**config.mk**
```make
export PLATFORM = sky130hd
export DESIGN_NAME = tia_lfsr_counter
export DESIGN_NICKNAME = d
export VERILOG_FILES = /design/src/rtl/tia_lfsr_pkg.sv /design/src/rtl/tia_lfsr_decode.sv /design/src/rtl/tia_lfsr_counter.sv
export SDC_FILE = /design/constraint.sdc
export NUM_CORES = 1
export LEC_CHECK = 0
export ABC_AREA = 1
export BUFFER_PORTS_ARGS = -buffer_cell sky130_fd_sc_hd__buf_2
export CORE_AREA = 5 5 42 44
export CTS_CLUSTER_SIZE = 16
export DETAILED_ROUTE_END_ITERATION = 10
export DIE_AREA = 0 0 47 49
export PLACE_DENSITY = 0.65
export SLEW_MARGIN = 20
export SYNTH_ARGS = -nofsm -noshare
export SYNTH_HDL_FRONTEND = slang
export SYNTH_SLANG_ARGS = --single-unit
```
**constraint.sdc**
```tcl
create_clock -name clk -period 1.75 [get_ports clk]
set_clock_uncertainty 0.1 [all_clocks]
set_input_delay 0.4375 -clock clk [delete_from_list [all_inputs] [get_ports clk]]
set_output_delay 0.4375 -clock clk [all_outputs]
set_load 0.05 [all_outputs]
```
**src/rtl/tia_lfsr_pkg.sv**
```systemverilog
// Shared constants and elaboration-time helpers for the TIA-style XNOR LFSR counter.
// All functions are constant functions evaluated while parameters are resolved.
package tia_lfsr_pkg;

    localparam int IDX_W = 8;
    localparam int MAX_W = 16;

    function automatic logic [MAX_W-1:0] lfsr_next(input logic [MAX_W-1:0] s,
                                                   input int width,
                                                   input logic [MAX_W-1:0] taps);
        logic [MAX_W-1:0] mask;
        logic             fb;
        mask = MAX_W'((32'd1 << width) - 32'd1);
        fb   = ~^(s & taps & mask);
        return ((s << 1) | {{(MAX_W-1){1'b0}}, fb}) & mask;
    endfunction

    function automatic logic [MAX_W-1:0] lfsr_state_at(input int idx,
                                                       input int width,
                                                       input logic [MAX_W-1:0] taps);
        logic [MAX_W-1:0] s;
        s = '0;
        for (int i = 0; i < idx; i++) begin
            s = lfsr_next(s, width, taps);
        end
        return s;
    endfunction

    // Number of distinct states visited from 0 before any state repeats (tail plus cycle).
    function automatic int seq_len(input int width, input logic [MAX_W-1:0] taps);
        logic [MAX_W-1:0] tort;
        logic [MAX_W-1:0] hare;
        int               power;
        int               lam;
        int               mu;
        power = 1;
        lam   = 1;
        tort  = '0;
        hare  = lfsr_next('0, width, taps);
        while (tort != hare) begin
            if (power == lam) begin
                tort  = hare;
                power = power * 2;
                lam   = 0;
            end
            hare = lfsr_next(hare, width, taps);
            lam  = lam + 1;
        end
        tort = '0;
        hare = '0;
        for (int i = 0; i < lam; i++) begin
            hare = lfsr_next(hare, width, taps);
        end
        mu = 0;
        while (tort != hare) begin
            tort = lfsr_next(tort, width, taps);
            hare = lfsr_next(hare, width, taps);
            mu   = mu + 1;
        end
        return mu + lam;
    endfunction

    // Entry 0 is the leftmost field of the packed concatenation.
    function automatic int decode_idx_at(input logic [8*IDX_W-1:0] packed_idx,
                                         input int num,
                                         input int i);
        return int'(packed_idx[(num-1-i)*IDX_W +: IDX_W]);
    endfunction

endpackage

```
**src/rtl/tia_lfsr_decode.sv**
```systemverilog
// Registered bank of state decodes: each bit compares the state being loaded against the
// precomputed LFSR state at its step index, so match lines up with out.
module tia_lfsr_decode
    import tia_lfsr_pkg::*;
#(
    parameter int                      WIDTH      = 6,
    parameter logic [WIDTH-1:0]        TAP_MASK   = 6'b110000,
    parameter int                      PERIOD     = 57,
    parameter int                      NUM_DECODE = 4,
    parameter logic [8*NUM_DECODE-1:0] DECODE_IDX = {8'd0, 8'd16, 8'd32, 8'd56}
) (
    input  logic                  clk,
    input  logic                  rl,
    input  logic                  en,
    input  logic [WIDTH-1:0]      state_d,
    output logic [NUM_DECODE-1:0] match
);

    logic [NUM_DECODE-1:0] hit;
    logic [NUM_DECODE-1:0] reset_val;

    for (genvar i = 0; i < NUM_DECODE; i++) begin : g_dec
        localparam int DIDX =
            decode_idx_at((8*IDX_W)'(DECODE_IDX), NUM_DECODE, i);
        localparam logic [WIDTH-1:0] DSTATE =
            WIDTH'(lfsr_state_at(DIDX, WIDTH, MAX_W'(TAP_MASK)));

        if (DIDX >= PERIOD) begin : g_bad_idx
            $fatal(1, "tia_lfsr_decode: decode index out of range");
        end

        assign hit[i]       = (state_d == DSTATE);
        assign reset_val[i] = (DSTATE == '0);
    end

    always_ff @(posedge clk) begin
        if (!rl) begin
            match <= reset_val;
        end else if (en) begin
            match <= hit;
        end
    end

endmodule

```
**src/rtl/tia_lfsr_counter.sv**
```systemverilog
// Parametrised XNOR LFSR counter with wrap/sync-reset strobes and registered decodes.
// Define TIA_LFSR_INDEX_EN to add the binary step index output idx.
module tia_lfsr_counter
    import tia_lfsr_pkg::*;
#(
    parameter int                      WIDTH      = 6,
    parameter logic [WIDTH-1:0]        TAP_MASK   = 6'b110000,
    parameter int                      PERIOD     = 57,
    parameter int                      NUM_DECODE = 4,
    parameter logic [8*NUM_DECODE-1:0] DECODE_IDX = {8'd0, 8'd16, 8'd32, 8'd56}
) (
    input  logic                  clk,
    input  logic                  rl,
    input  logic                  en,
    input  logic                  rsyn,
    output logic [WIDTH-1:0]      out,
    output logic                  wrap,
    output logic                  rsynd,
    output logic [NUM_DECODE-1:0] match
`ifdef TIA_LFSR_INDEX_EN
    ,
    output logic [IDX_W-1:0]      idx
`endif
);

    localparam logic [WIDTH-1:0] END_STATE =
        WIDTH'(lfsr_state_at(PERIOD - 1, WIDTH, MAX_W'(TAP_MASK)));

    if (WIDTH < 2 || WIDTH > MAX_W) begin : g_bad_width
        $fatal(1, "tia_lfsr_counter: WIDTH out of range");
    end
    if (NUM_DECODE < 1 || NUM_DECODE > 8) begin : g_bad_num
        $fatal(1, "tia_lfsr_counter: NUM_DECODE out of range");
    end
    if (PERIOD < 2 || PERIOD > seq_len(WIDTH, MAX_W'(TAP_MASK))) begin : g_bad_period
        $fatal(1, "tia_lfsr_counter: PERIOD exceeds zero-start sequence length");
    end

    logic             pending;
    logic             load_zero;
    logic [WIDTH-1:0] state_nat;
    logic [WIDTH-1:0] state_d;

    // A pending or same-edge rsyn and the natural end of period all collapse into one load of 0.
    always_comb begin
        state_nat = WIDTH'(lfsr_next(MAX_W'(out), WIDTH, MAX_W'(TAP_MASK)));
        load_zero = pending || rsyn || (out == END_STATE);
        state_d   = load_zero ? '0 : state_nat;
        if (!rl) begin
            state_d = '0;
        end
    end

    always_ff @(posedge clk) begin
        if (!rl) begin
            out     <= '0;
            pending <= 1'b0;
            wrap    <= 1'b0;
            rsynd   <= 1'b0;
        end else begin
            wrap  <= 1'b0;
            rsynd <= 1'b0;
            if (en) begin
                out     <= state_d;
                pending <= 1'b0;
                wrap    <= load_zero;
                rsynd   <= pending || rsyn;
            end else if (rsyn) begin
                pending <= 1'b1;
            end
        end
    end

`ifdef TIA_LFSR_INDEX_EN
    always_ff @(posedge clk) begin
        if (!rl) begin
            idx <= '0;
        end else if (en) begin
            idx <= load_zero ? '0 : idx + 1'b1;
        end
    end
`endif

    tia_lfsr_decode #(
        .WIDTH      (WIDTH),
        .TAP_MASK   (TAP_MASK),
        .PERIOD     (PERIOD),
        .NUM_DECODE (NUM_DECODE),
        .DECODE_IDX (DECODE_IDX)
    ) u_decode (
        .clk     (clk),
        .rl      (rl),
        .en      (en),
        .state_d (state_d),
        .match   (match)
    );

endmodule

```
==> impl_metrics.toml <==
[setup_path]
worstPathArrival_ps = 990
r2r_end = "u_decode.match[3]"
critPathMaxStageDelay_ps = 420
path_delay_family = "flip-flops"
crit_path_start_kind = "flop"
crit_buf_inv = 1
rrSetupSlack_ps = 300
critPathRequiredTime_ps = 1210
crit_slowest_cell = "dfxtp_1"
r2r_cells = 9
endpoint_kind = "output pin"
worst-setup-path-type = "flop to output pin"
cp.depth = 1
worstPathMaxFanout = 5
worstSetupStartpoint = "out[3]"
worstReg2RegStart = "out[4]"
path_cells = "buf_2"

[cells_and_area]
final_area_um2 = 664
syn2layout_area_growth_pct = 22.6
diodes = 0
drive_gt1_share_pct = 25.8
fin_nets = 95

[yosys]
syn_area_um2 = 542
synth_cells = 70
synth_common_cells = "dfxtp_1 (13), inv_1 (13), nand2_1 (11)"
synth-xor-area-share_pct = 0
synth-compound-area-share_pct = 12.7
synth-simple-area-share_pct = 27.3
synth_fa_ha_area_share_pct = 2.31
synth_top_area_cell = "dfxtp_1"
synthTopCellsByArea = "dfxtp_1 (48%), inv_1 (9.0%), nand2_1 (7.6%), nor2_1 (6.9%), o32ai_1 (4.8%)"
avgSynthCellArea_um2 = 7.74
synth-edff-count = 0
syn_nets = 75
synth_top_area_share_pct = 48.0
postSynth.asyncResetShare_pct = 0
ys_types = 16
synth_ff_type = "dfxtp_1"
ys_ff_latch = 13
yosys_warnings = 0
synth-seq-area-share_pct = 48.0
synth_top_family_by_area = "simple AND/OR/NAND/NOR gates"
synth_mux_area_share_pct = 0

[placement]
gp_congestion = 0.833
detailed_place_hpwl_um = 853
place_area_um2 = 638
io_buffers = 15

[hold_path]
worstHoldStart = "rsyn"
hold_depth = 3
hold_path.class = "input pin to flop"
min_to = "rsynd"

[sta]
setup_tns_ps = 0
period_minus_slack_ps = 1530
setup_viol = 0
period_share_pct = 87.5
report.final.slew_viol_count = 0
rsz0062_at_grt = "false"
max-slew-margin-rel_pct = 81.9
hold_viol_final = 0
max_freq_ghz = 0.653
tightest_slew_ps = 269

[grt]
grt-ovfl-total = 0
grt_pass1_wl_um = 1900
grt_max_degree = 9
antenna_found_initial = 0
track_usage_pct = 11.8
grt_pass1_vias = 452

[cts]
htree_levels = 1
ctsRootBufferMaster = "clkbuf_4"
cts-resized-gates = 0
clock_latency_ps = 280
clockBufferDepth = 2
postCtsHoldBufs = 0
clock_sinks = 13
cts_made_buffers = 3
cts.clk_slew.worst_paths_ps = 80
cts_tree = "done"
cts_setup_buffers = 0

[floorplanning]
core.rowCount = 14
die_y_um = 49
core_area_um2 = 1400
start_util_pct = 38.7
die_x_um = 47
ioPinCount = 16
dieArea_um2 = 2300

[flow_run]
drv_cap = 0

[route]
drt-total-wl_um = 1110
wire_per_inst_um = 10.6
drc_errors = 0
dr.pass1.iters = 4
via_per_inst = 4.74
vias = 498
drtIter0Drc = 8
ant_nets = 0

[power]
leakage_nw = 0.308
powerDensity_nw_per_um2 = 824
ir_drop_mv = 0.405

[run_status]
status = "completed"
[power by group]
part | internal (mW) | switching (mW)
logic | 0.0147 | 0.0426
registers | 0.302 | 0.00385
clock network | 0.0886 | 0.0956
total | 0.405 | 0.142
[sequential cells by signal (all words and copies together), names as in the netlist]
signal	count
rsynd	1
pending	1
wrap	1
out	6
u_decode.match	4
[cells in the final DEF (no fill, tap or decap)]
cell type / synthesis / routed
inv_1: 13 / 13
nand4_1: 2 / 2
o21ai_0: 3 / 3
buf_2: 0 / 15
nor2_2: 1 / 1
dfxtp_2: 0 / 1
o32ai_1: 3 / 3
clkbuf_1: 0 / 1
o21ai_1: 2 / 2
nor2_4: 2 / 2
o31ai_1: 1 / 1
dfxtp_1: 13 / 12
inv_2: 1 / 1
a21oi_1: 2 / 2
nor2_1: 10 / 10
nand3b_1: 1 / 1
nand2_1: 11 / 11
nand3_1: 4 / 4
ha_1: 1 / 1
clkbuf_4: 0 / 3
[worst register-to-register path, stage by stage, from the launching register on]
cell and delay, ps:
dfxtp_2 350, inv_1 80, ha_1 200, nand3_1 110, nor2_2 60, nor2_4 150
nand4_1 120, nor2_1 120, nand2_1 60, nand2_1 50
[worst max-delay path by stage]
stage / endpoint / slack (ps)
final: out[3] / 220
after global routing: u_decode.match[3] / 130
after CTS: out[3] / 220
after detailed placement: u_decode.match[3] / 320
after global placement: u_decode.match[3] / 340
after floorplan: u_decode.match[3] / 80
[through the flow]
stage,hold WS (ps),worst slack (ps),std cells,power [mW],utilization [%]
6_report,299,218,105,0.547,47.4
5_1_grt,307,129,105,0.582,47.4
4_1_cts,299,216,105,0.554,47.4
3_5_place_dp,333,315,101,0.371,45.5
3_3_place_gp,334,340,101,0.371,45.5
2_1_floorplan,382,78.8,70,0.355,-
[cell families after synthesis]
kind of cell               Yosys count
AOI/OAI and AO/OA                   11
adders and majority gates            1
buffers and inverters               14
DFF                                 13
and+or+nand+nor                     31
[final cells by class]
class,instances,area [µm²]
fillers,162,737
well taps,16,20.0
multi-input cells,43,229
flip-flops and latches,13,262
inverters,14,52.6
repair buffers,15,75.1
clock buffers,4,26.3
[per-layer routing]
layer	track usage, %	wire (µm)	up-vias
met2	14.5	471	15
met5	0	0	-
li1	-	-	266
met3	2.58	63	5
met1	15.5	529	212
met4	12.0	48	0
No activity file was read; power rests on OpenSTA's default activity.
